File: src/rtl/scramble_seq_ctrl.sv
// scramble_seq_ctrl: key-gated LFSR sequencer.
// A correct key advances a Galois-free (Fibonacci shift) LFSR a requested
// number of steps, then exposes a one-hot segment enable selected by the
// resulting LFSR value until relocked. Repeated wrong keys lock the block
// until reset. Every output is driven directly from a register.
module scramble_seq_ctrl #(
  parameter int                    LFSR_WIDTH = 4,
  parameter logic [LFSR_WIDTH:0]   LFSR_POLY  = 5'b10011,
  parameter logic [LFSR_WIDTH-1:0] LFSR_SEED  = 4'd1,
  parameter int                    OUT_NO     = 2**LFSR_WIDTH - 1,
  parameter int                    KEY_W      = 8,
  parameter logic [KEY_W-1:0]      KEY        = 8'hA5,
  parameter int                    MAX_FAIL   = 3
) (
  input  logic                  clk,
  input  logic                  reset,
  input  logic                  start,
  input  logic [KEY_W-1:0]      key,
  input  logic [7:0]            steps,
  input  logic                  relock,
  output logic [OUT_NO-1:0]     enables,
  output logic [LFSR_WIDTH-1:0] lfsr_state,
  output logic                  busy,
  output logic                  done,
  output logic                  lockout
);

  localparam int FAIL_W = $clog2(MAX_FAIL + 1);

  typedef enum logic [1:0] {
    IDLE    = 2'd0,
    RUN     = 2'd1,
    HOLD    = 2'd2,
    LOCKOUT = 2'd3
  } state_t;

  state_t                  state_r;
  state_t                  state_nxt_s;
  logic [LFSR_WIDTH-1:0]   lfsr_r;
  logic [LFSR_WIDTH-1:0]   lfsr_nxt_s;
  logic [7:0]              cnt_r;
  logic [7:0]              cnt_nxt_s;
  logic [FAIL_W-1:0]       fail_r;
  logic [FAIL_W-1:0]       fail_nxt_s;
  logic [FAIL_W-1:0]       fail_inc_s;
  logic [OUT_NO-1:0]       enables_r;
  logic [OUT_NO-1:0]       enables_nxt_s;
  logic                    busy_r;
  logic                    done_r;
  logic                    lockout_r;

  // One LFSR step: shift left, feed back the parity of the tapped bits.
  // An all-zero result can only arise from a corrupted state; it is
  // steered back to the seed so the register can never stick at zero.
  function automatic logic [LFSR_WIDTH-1:0] lfsr_step(input logic [LFSR_WIDTH-1:0] s);
    logic                  fb;
    logic [LFSR_WIDTH-1:0] n;
    fb = ^(s & LFSR_POLY[LFSR_WIDTH:1]);
    n  = {s[LFSR_WIDTH-2:0], fb};
    if (n == '0) begin
      return LFSR_SEED;
    end else begin
      return n;
    end
  endfunction

  assign fail_inc_s = fail_r + FAIL_W'(1);

  // Next-state logic for the FSM, LFSR, step counter and fail counter.
  always_comb begin
    state_nxt_s = state_r;
    lfsr_nxt_s  = lfsr_r;
    cnt_nxt_s   = cnt_r;
    fail_nxt_s  = fail_r;
    case (state_r)
      IDLE: begin
        if (start) begin
          if (key == KEY) begin
            fail_nxt_s = '0;
            cnt_nxt_s  = steps;
            if (steps != 8'd0) begin
              state_nxt_s = RUN;
            end else begin
              state_nxt_s = HOLD;
            end
          end else begin
            fail_nxt_s = fail_inc_s;
            if (fail_inc_s >= FAIL_W'(MAX_FAIL)) begin
              state_nxt_s = LOCKOUT;
            end else begin
              state_nxt_s = IDLE;
            end
          end
        end else begin
          state_nxt_s = IDLE;
        end
      end
      RUN: begin
        lfsr_nxt_s = lfsr_step(lfsr_r);
        cnt_nxt_s  = cnt_r - 8'd1;
        if (cnt_r == 8'd1) begin
          state_nxt_s = HOLD;
        end else begin
          state_nxt_s = RUN;
        end
      end
      HOLD: begin
        // relock has priority; start is not looked at while holding.
        if (relock) begin
          state_nxt_s = IDLE;
        end else begin
          state_nxt_s = HOLD;
        end
      end
      LOCKOUT: begin
        state_nxt_s = LOCKOUT;
      end
      default: begin
        state_nxt_s = IDLE;
        lfsr_nxt_s  = LFSR_SEED;
        cnt_nxt_s   = 8'd0;
      end
    endcase
  end

  // Decode the segment enable from the LFSR value that HOLD will show.
  always_comb begin
    enables_nxt_s = '0;
    if (state_nxt_s == HOLD) begin
      for (int i = 0; i < OUT_NO; i++) begin
        if (lfsr_nxt_s == LFSR_WIDTH'(i + 1)) begin
          enables_nxt_s[i] = 1'b1;
        end else begin
          enables_nxt_s[i] = 1'b0;
        end
      end
    end else begin
      enables_nxt_s = '0;
    end
  end

  // State and output registers; reset overrides every other input.
  always_ff @(posedge clk) begin
    if (!reset) begin
      state_r   <= IDLE;
      lfsr_r    <= LFSR_SEED;
      cnt_r     <= 8'd0;
      fail_r    <= '0;
      enables_r <= '0;
      busy_r    <= 1'b0;
      done_r    <= 1'b0;
      lockout_r <= 1'b0;
    end else begin
      state_r   <= state_nxt_s;
      lfsr_r    <= lfsr_nxt_s;
      cnt_r     <= cnt_nxt_s;
      fail_r    <= fail_nxt_s;
      enables_r <= enables_nxt_s;
      busy_r    <= (state_nxt_s == RUN);
      done_r    <= (state_nxt_s == HOLD);
      lockout_r <= (state_nxt_s == LOCKOUT);
    end
  end

  assign enables    = enables_r;
  assign lfsr_state = lfsr_r;
  assign busy       = busy_r;
  assign done       = done_r;
  assign lockout    = lockout_r;

endmodule

File: config.mk
export PLATFORM = sky130hd
export DESIGN_NAME = scramble_seq_ctrl
export DESIGN_NICKNAME = d
export VERILOG_FILES = /design/src/rtl/scramble_seq_ctrl.sv
export SDC_FILE = /design/constraint.sdc
export NUM_CORES = 1
export LEC_CHECK = 0
export CORE_ASPECT_RATIO = 0.5
export CORE_MARGIN = 2
export CORE_UTILIZATION = 40
export CTS_CLUSTER_DIAMETER = 100
export DETAILED_ROUTE_END_ITERATION = 12
export PLACE_DENSITY = 0.68
export SLEW_MARGIN = 10
export SYNTH_ARGS = -nofsm -noshare
export SYNTH_HDL_FRONTEND = slang
export SYNTH_SLANG_ARGS = --single-unit
File: constraint.sdc
create_clock -name clk -period 2.3 [get_ports clk]
set_input_delay 0.345 -clock clk [delete_from_list [all_inputs] [get_ports clk]]
set_output_delay 0.345 -clock clk [all_outputs]
set_load 0.01 [all_outputs]
==> metrics.md, run 1 <==
| Metric | Value |
|---|---|
| CTS tree | `yes` |
| GP Congestion | `0.834` |
| Crit Path Category | `input port to register` |
| Final Hold Slack | `0.498 ns` |
| Clock transition at path regs | `0.07 ns` |
| Hold WC Path Type | `register to register` |
| First-pass GRT wire length | `6.61 mm` |
| WL final | `3.88 mm` |
| Pre-CTS worst setup slack | `0.0546 ns` |
| Tcrit/Tclk final | `84.4%` |
| Sequential Power Share | `50.6%` |
| Placed Area | `2080 um^2` |
| Number of synthesized flops with an enable pin | `0` |
| Port bufs | `41` |
| Rows | `16` |
| Yosys warns | `0` |
| Clock tree root driver cell | `clkbuf_8` |
| Setup Viol. Count Final | `0` |
| Syn Std Cell Area | `1610 um^2` |
| IO Count | `42` |
| Largest net degree at the start of global routing | `20` |
| Clock share of power | `37.8%` |
| Peak VDD IR | `0.315 mV` |
| Sw frac | `24.9%` |
| Hold Fails Final Rpt | `0` |
| # nets final | `246` |
| Highest Clock Rate | `515 MHz` |
| ANT cells | `0` |
| Final worst slack | `0.358 ns` |
| DR iter-0 viols | `85` |
| Reg2Reg Launch Point | `state_r[0]$_SDFF_PN0_` |
| CP arrival | `2.13 ns` |
| Asr flop ratio synth | `0%` |
| Most common cell after layout, fill and taps aside | `clkdlybuf4s50_1` |
| Clk buf depth | `2` |
| Commonest cells after routing, fill and taps aside | `41 x clkdlybuf4s50_1, 34 x dfxtp_1, 14 x nand2_1, 13 x nor2_1` |
| Synth Register Bits | `34` |
| Layout Skew | `0.00271 ns` |
| Hold path depth | `2` |
| R2R depth | `4` |
| DR WL/cell | `14.0 um` |
| Net Switching | `0.000303 W` |
| RSZ-0062 raised after global routing | `no` |
| Top_reg_cell synth | `dfxtp_1` |
| Via density per instance | `5.33` |
| Post-cts repair resize count | `0` |
| Antenna Nets Post-Route | `0` |
| Die height | `48.8 um` |
| Yosys cell types | `48` |
| CTS Buf Count | `5` |
| Net count after synthesis | `201` |
| Hold Buf Count CTS | `0` |
| Grt total ovfl | `0` |
| Initial antenna violation count | `0` |
| Worst slew margin | `61.3%` |
| Design area | `2180 um^2` |
| Setup TNS | `0 ns` |
| Worst Hold Launch | `fail_r[1]$_SDFFE_PN0P_` |
| P_int | `0.000915 W` |
| Detailed-route DRC error count | `0` |
| Vias in the first global route | `1342` |
| Pwr Density | `559 nW/um^2` |
| Core area | `3880 um^2` |
| Die Wd | `93.6 um` |
| Seq/Total Area, Yosys | `42.4%` |
| Crit path from | `key[7]` |
| Leak | `0.779 nW` |
| Via total after detailed routing | `1476` |
| Worst Max-Slew Pin Slew | `0.581 ns` |
| Number of post-CTS setup repair buffers | `0` |
| Combinational share of power | `11.6%` |
| Initial Util | `41.4%` |
| DIE AREA | `4570 um^2` |
| Worst path required time | `2.49 ns` |
| Crit. End Element | `register` |
| Clk sink count | `34` |
| HPWL Detailed | `2.90 mm` |
| Max-Cap Viols | `0` |
| Area Growth Syn to Fin | `35.4%` |
| Fin. max-slew vios | `0` |
| Gr usage total | `18.4%` |
| CP Launch Type | `input port` |
| Fin crit period | `1.94 ns` |
| Crit path max fanout | `10` |
| Cell count after synthesis | `177` |
| Fill count | `360` |
| Clock Latency Late Sink | `0.28 ns` |
| Avg Cell Area, Syn | `9.08 um^2` |
| Drt first pass iters | `4` |
| Share of layout cells above drive strength 1 | `12.6%` |
| Status | `complete, no violations` |
| H-Tree Depth | `2` |
==> metrics by stage <==
step / total power, W / cells / util, %
global route: 0.00128 / 277 / 56.0
CTS: 0.00123 / 277 / 56.0
floorplan: 0.000709 / 177 / -
detailed placement: 0.000770 / 269 / 53.6
finish: 0.00122 / 277 / 56.0
global placement: 0.000767 / 269 / 53.6
==> area by class of cell <==
type	instances	area (um^2)	share of cell area, %
repair buffers	46	448	20.6
clock buffers	6	82.6	3.80
clock inverters	2	12.5	0.575
inverters	7	26.3	1.21
multi-input cells	128	858	39.4
well taps	54	67.6	3.11
flip-flops and latches	34	681	31.3
==> flip-flops by register name, summed over array words and instances (netlist names) <==
register    count
busy            1
lfsr_state      4
done            1
enables        15
state_r         2
cnt_r           8
lockout         1
fail_r          2
==> final timing paths <==
check / endpoint / slack, ns
hold / removal: fail_r[1]$_SDFFE_PN0P_ / 0.50
setup reg to reg: enables[6]$_SDFF_PN0_ / 0.44
setup / recovery: enables[4]$_SDFF_PN0_ / 0.36
hold reg to reg: fail_r[1]$_SDFFE_PN0P_ / 0.50
==> routing by layer <==
metal  share of wire (%)  vias up  global-route usage [%]
met5                   0        -                       0
met4                   0        0                    3.38
met3                 4.8        0                    5.10
met2                  47       40                    29.1
met1                  48      681                    25.6
li1                    -      755                       -
==> Yosys cell counts, types with 2 or more instances <==
library cell | instances | share of area (%)
or2_2 | 2 | 0.78
a211oi_1 | 2 | 0.93
inv_1 | 7 | 1.6
ha_1 | 4 | 3.1
nor2_1 | 13 | 3.0
nand4b_1 | 2 | 1.1
nor3_1 | 12 | 3.7
and3_1 | 4 | 1.6
o211ai_1 | 5 | 2.3
clkbuf_1 | 4 | 0.93
a21oi_1 | 11 | 3.4
a31oi_1 | 4 | 1.6
nor2b_1 | 2 | 0.78
nand3_1 | 3 | 0.93
o21ai_0 | 4 | 1.2
and4bb_2 | 2 | 1.6
dfxtp_1 | 34 | 42
buf_2 | 3 | 0.93
nand2b_1 | 2 | 0.78
nand2_1 | 14 | 3.3
a21o_1 | 2 | 0.93
nor3b_1 | 2 | 0.93
nor4_1 | 12 | 4.7
nand3b_1 | 3 | 1.4
==> cell families (layout without fill, tap and decap cells) <==
| logic type | Yosys count | after routing | share of synthesized area, % |
|---|---|---|---|
| AO/OA/AOI/OAI | 38 | 38 | 16.6 |
| flip-flops | 34 | 34 | 42.4 |
| AND/OR/NAND/NOR | 85 | 85 | 33.1 |
| buffers and inverters | 15 | 61 | 4.21 |
| adder cells (fa/ha/maj) | 4 | 4 | 3.12 |
| multiplexers | 1 | 1 | 0.623 |
==> worst max-delay path, stage by stage <==
cell	delay, ns
clkdlybuf4s50_1	0.46
or4bb_4	0.56
o211ai_2	0.28
nand2_2	0.19
nor4_1	0.29
==> power groups by stage <==
| stage | clock (W) | combinational [W] | sequential (W) |
|---|---|---|---|
| floorplan | 0 | 0.0000829 | 0.000626 |
| global placement | 0 | 0.000138 | 0.000629 |
| detailed placement | 0 | 0.000141 | 0.000629 |
| CTS | 0.000469 | 0.000142 | 0.000616 |
| global route | 0.000503 | 0.000157 | 0.000618 |
| finish | 0.000460 | 0.000142 | 0.000616 |
Power figures use the tool's default switching activity.
==> run 2, diff against run 1 <==
==> constraint.sdc (replaced) <==
create_clock -name clk -period 1.9 [get_ports clk]
set_input_delay 0.285 -clock clk [delete_from_list [all_inputs] [get_ports clk]]
set_output_delay 0.285 -clock clk [all_outputs]
set_load 0.01 [all_outputs]
==> metrics.md, run 2 (synthesis gave the netlist of run 1 again) <==
| Metric | Value |
|---|---|
| Hold Fails Final Rpt | `0` |
| Slowest stage delay, CP | `0.57 ns` |
| Die Wd | `93.6 um` |
| Clock share of power | `41.7%` |
| Worst path buffer plus inverter count | `1` |
| DR iter-0 viols | `46` |
| Max-Cap Viols | `0` |
| Crit. End Element | `register` |
| Flip-flop count of the largest register after layout | `15` |
| Crit path max fanout | `10` |
| Leak | `0.879 nW` |
| HPWL Detailed | `3.09 mm` |
| Final Hold Slack | `0.509 ns` |
| CTS Buf Count | `5` |
| Crit Path Category | `input port to register` |
| Core area | `3880 um^2` |
| P_int | `0.00122 W` |
| Commonest cells after routing, fill and taps aside | `40 x clkdlybuf4s50_1, 33 x dfxtp_1, 21 x buf_4, 14 x nand2_1, 13 x nor2_1` |
| WL final | `4.12 mm` |
| Final core utilization | `61.5%` |
| Status | `complete, no violations` |
| CP arrival | `2.04 ns` |
| Fin cells | `294` |
| Clock Latency Late Sink | `0.29 ns` |
| Footprint of the multi-input gates | `908 um^2` |
| Initial Util | `41.4%` |
| Worst slew margin | `67.0%` |
| Pwr Density | `680 nW/um^2` |
| Antenna Nets Post-Route | `0` |
| Worst path required time | `2.09 ns` |
| Tcrit/Tclk final | `97.5%` |
| Die height | `48.8 um` |
| IO Count | `42` |
| Sw frac | `24.6%` |
| Clock tree root driver cell | `clkbuf_8` |
| Via total after detailed routing | `1556` |
| CTS tree | `yes` |
| Highest Clock Rate | `540 MHz` |
| Clock transition at path regs | `0.08 ns` |
| DR WL/cell | `14.0 um` |
| Net Switching | `0.000400 W` |
| Clk sink count | `34` |
| Via density per instance | `5.29` |
| Clk buf depth | `2` |
| H-Tree Depth | `2` |
| Fin. max-slew vios | `0` |
| Hold WC Path Type | `register to register` |
| Sequential Power Share | `45.9%` |
| Final worst slack | `0.0478 ns` |
| Area Growth Syn to Fin | `48.7%` |
| ANT cells | `0` |
| Fin crit period | `1.85 ns` |
| Pre-CTS worst setup slack | `-0.333 ns` |
| Most common cell after layout, fill and taps aside | `clkdlybuf4s50_1` |
| Busiest grt layer | `met2` |
| Placed insts | `285` |
| Largest net degree at the start of global routing | `20` |
| GP Congestion | `0.836` |
| Design area | `2390 um^2` |
| Critical-path top delay cell | `or4bb_4` |
| Rows | `16` |
| First-pass GRT wire length | `6.89 mm` |
| Worst Max-Slew Pin Slew | `0.494 ns` |
| Detailed-route DRC error count | `0` |
| # nets final | `263` |
| M2 GR Usage | `31.9%` |
| DIE AREA | `4570 um^2` |
| Placed Area | `2210 um^2` |
| Grt total ovfl | `0` |
| Combinational share of power | `12.3%` |
| Hold Buf Count CTS | `0` |
| Peak VDD IR | `0.281 mV` |
| Initial antenna violation count | `0` |
| Crit path max-delay family | `simple AND/OR/NAND/NOR gates` |
| Crit-path cells | `clkdlybuf4s50_1 -> or4bb_4 -> o211ai_4 -> nand2_4 -> nor4_1` |
| Setup Viol. Count Final | `0` |
| Vias in the first global route | `1465` |
| Drt first pass iters | `4` |
| GRT met1 Usage | `24.4%` |
| Gr usage total | `19.2%` |
| Share of layout cells above drive strength 1 | `21.7%` |
| CP Launch Type | `input port` |
| Layout Skew | `0.00544 ns` |
| Met3 global-route usage | `5.56%` |
| Fill count | `337` |
| Seq. cell area | `682 um^2` |
| Port bufs | `41` |
run 2: path summary, 6_finish.rpt:
check                              start                     end  slack (ns)  depth (start not counted)
setup / recovery                  key[7]   enables[4]$_SDFF_PN0_        0.05                          5
hold reg to reg   fail_r[1]$_SDFFE_PN0P_  fail_r[1]$_SDFFE_PN0P_        0.51                          2
setup reg to reg   cnt_r[1]$_SDFFE_PN0P_  enables[13]$_SDFF_PN0_        0.10                          7
hold / removal    fail_r[1]$_SDFFE_PN0P_  fail_r[1]$_SDFFE_PN0P_        0.51                          2
run 2: final cells by class:
type,count,area share [%]
Multi-Input combinational cell,128,38.0
Sequential cell,34,28.5
Timing Repair Buffer,63,24.7
Clock buffer,5,2.88
Tap cell,54,2.83
Clock inverter,3,1.89
Inverter,7,1.10
run 2: per-layer routing:
layer / vias to the layer above / wire length [um]
met4: 0 / 51
met3: 5 / 179
li1: 783 / -
met2: 36 / 1950
met1: 732 / 1940
met5: - / 0
run 2: power groups by stage:
stage	sequential [W]	combinational, W	clock, W
2_1_floorplan	0.000758	0.000100	0
3_3_place_gp	0.000761	0.000185	0
3_5_place_dp	0.000761	0.000190	0
4_1_cts	0.000744	0.000194	0.000690
5_1_grt	0.000748	0.000216	0.000741
6_report	0.000746	0.000200	0.000678
run 2: stage by stage:
stage          TNS [ns]  power (W)
2_1_floorplan         0   0.000858
3_3_place_gp      -4.93   0.000945
3_5_place_dp      -5.81   0.000951
4_1_cts               0    0.00163
5_1_grt         -0.0123    0.00170
6_report              0    0.00162
run 2: worst reg2reg max path, delay by kind of cell, from the launching register on:
kind	cells	cell delay, ns
buffers and inverters	2	0.25
AND/OR/NAND/NOR	2	0.64
AO/OA/AOI/OAI	2	0.34
adder cells (fa/ha/maj)	1	0.17
flip-flops	1	0.33
run 2: repair_timing:
item,in CTS,in global routing
pin swaps,0,5
gates cloned,0,0
setup endpoints to repair,2,12
buffers inserted,0,1
resized for setup,2,10
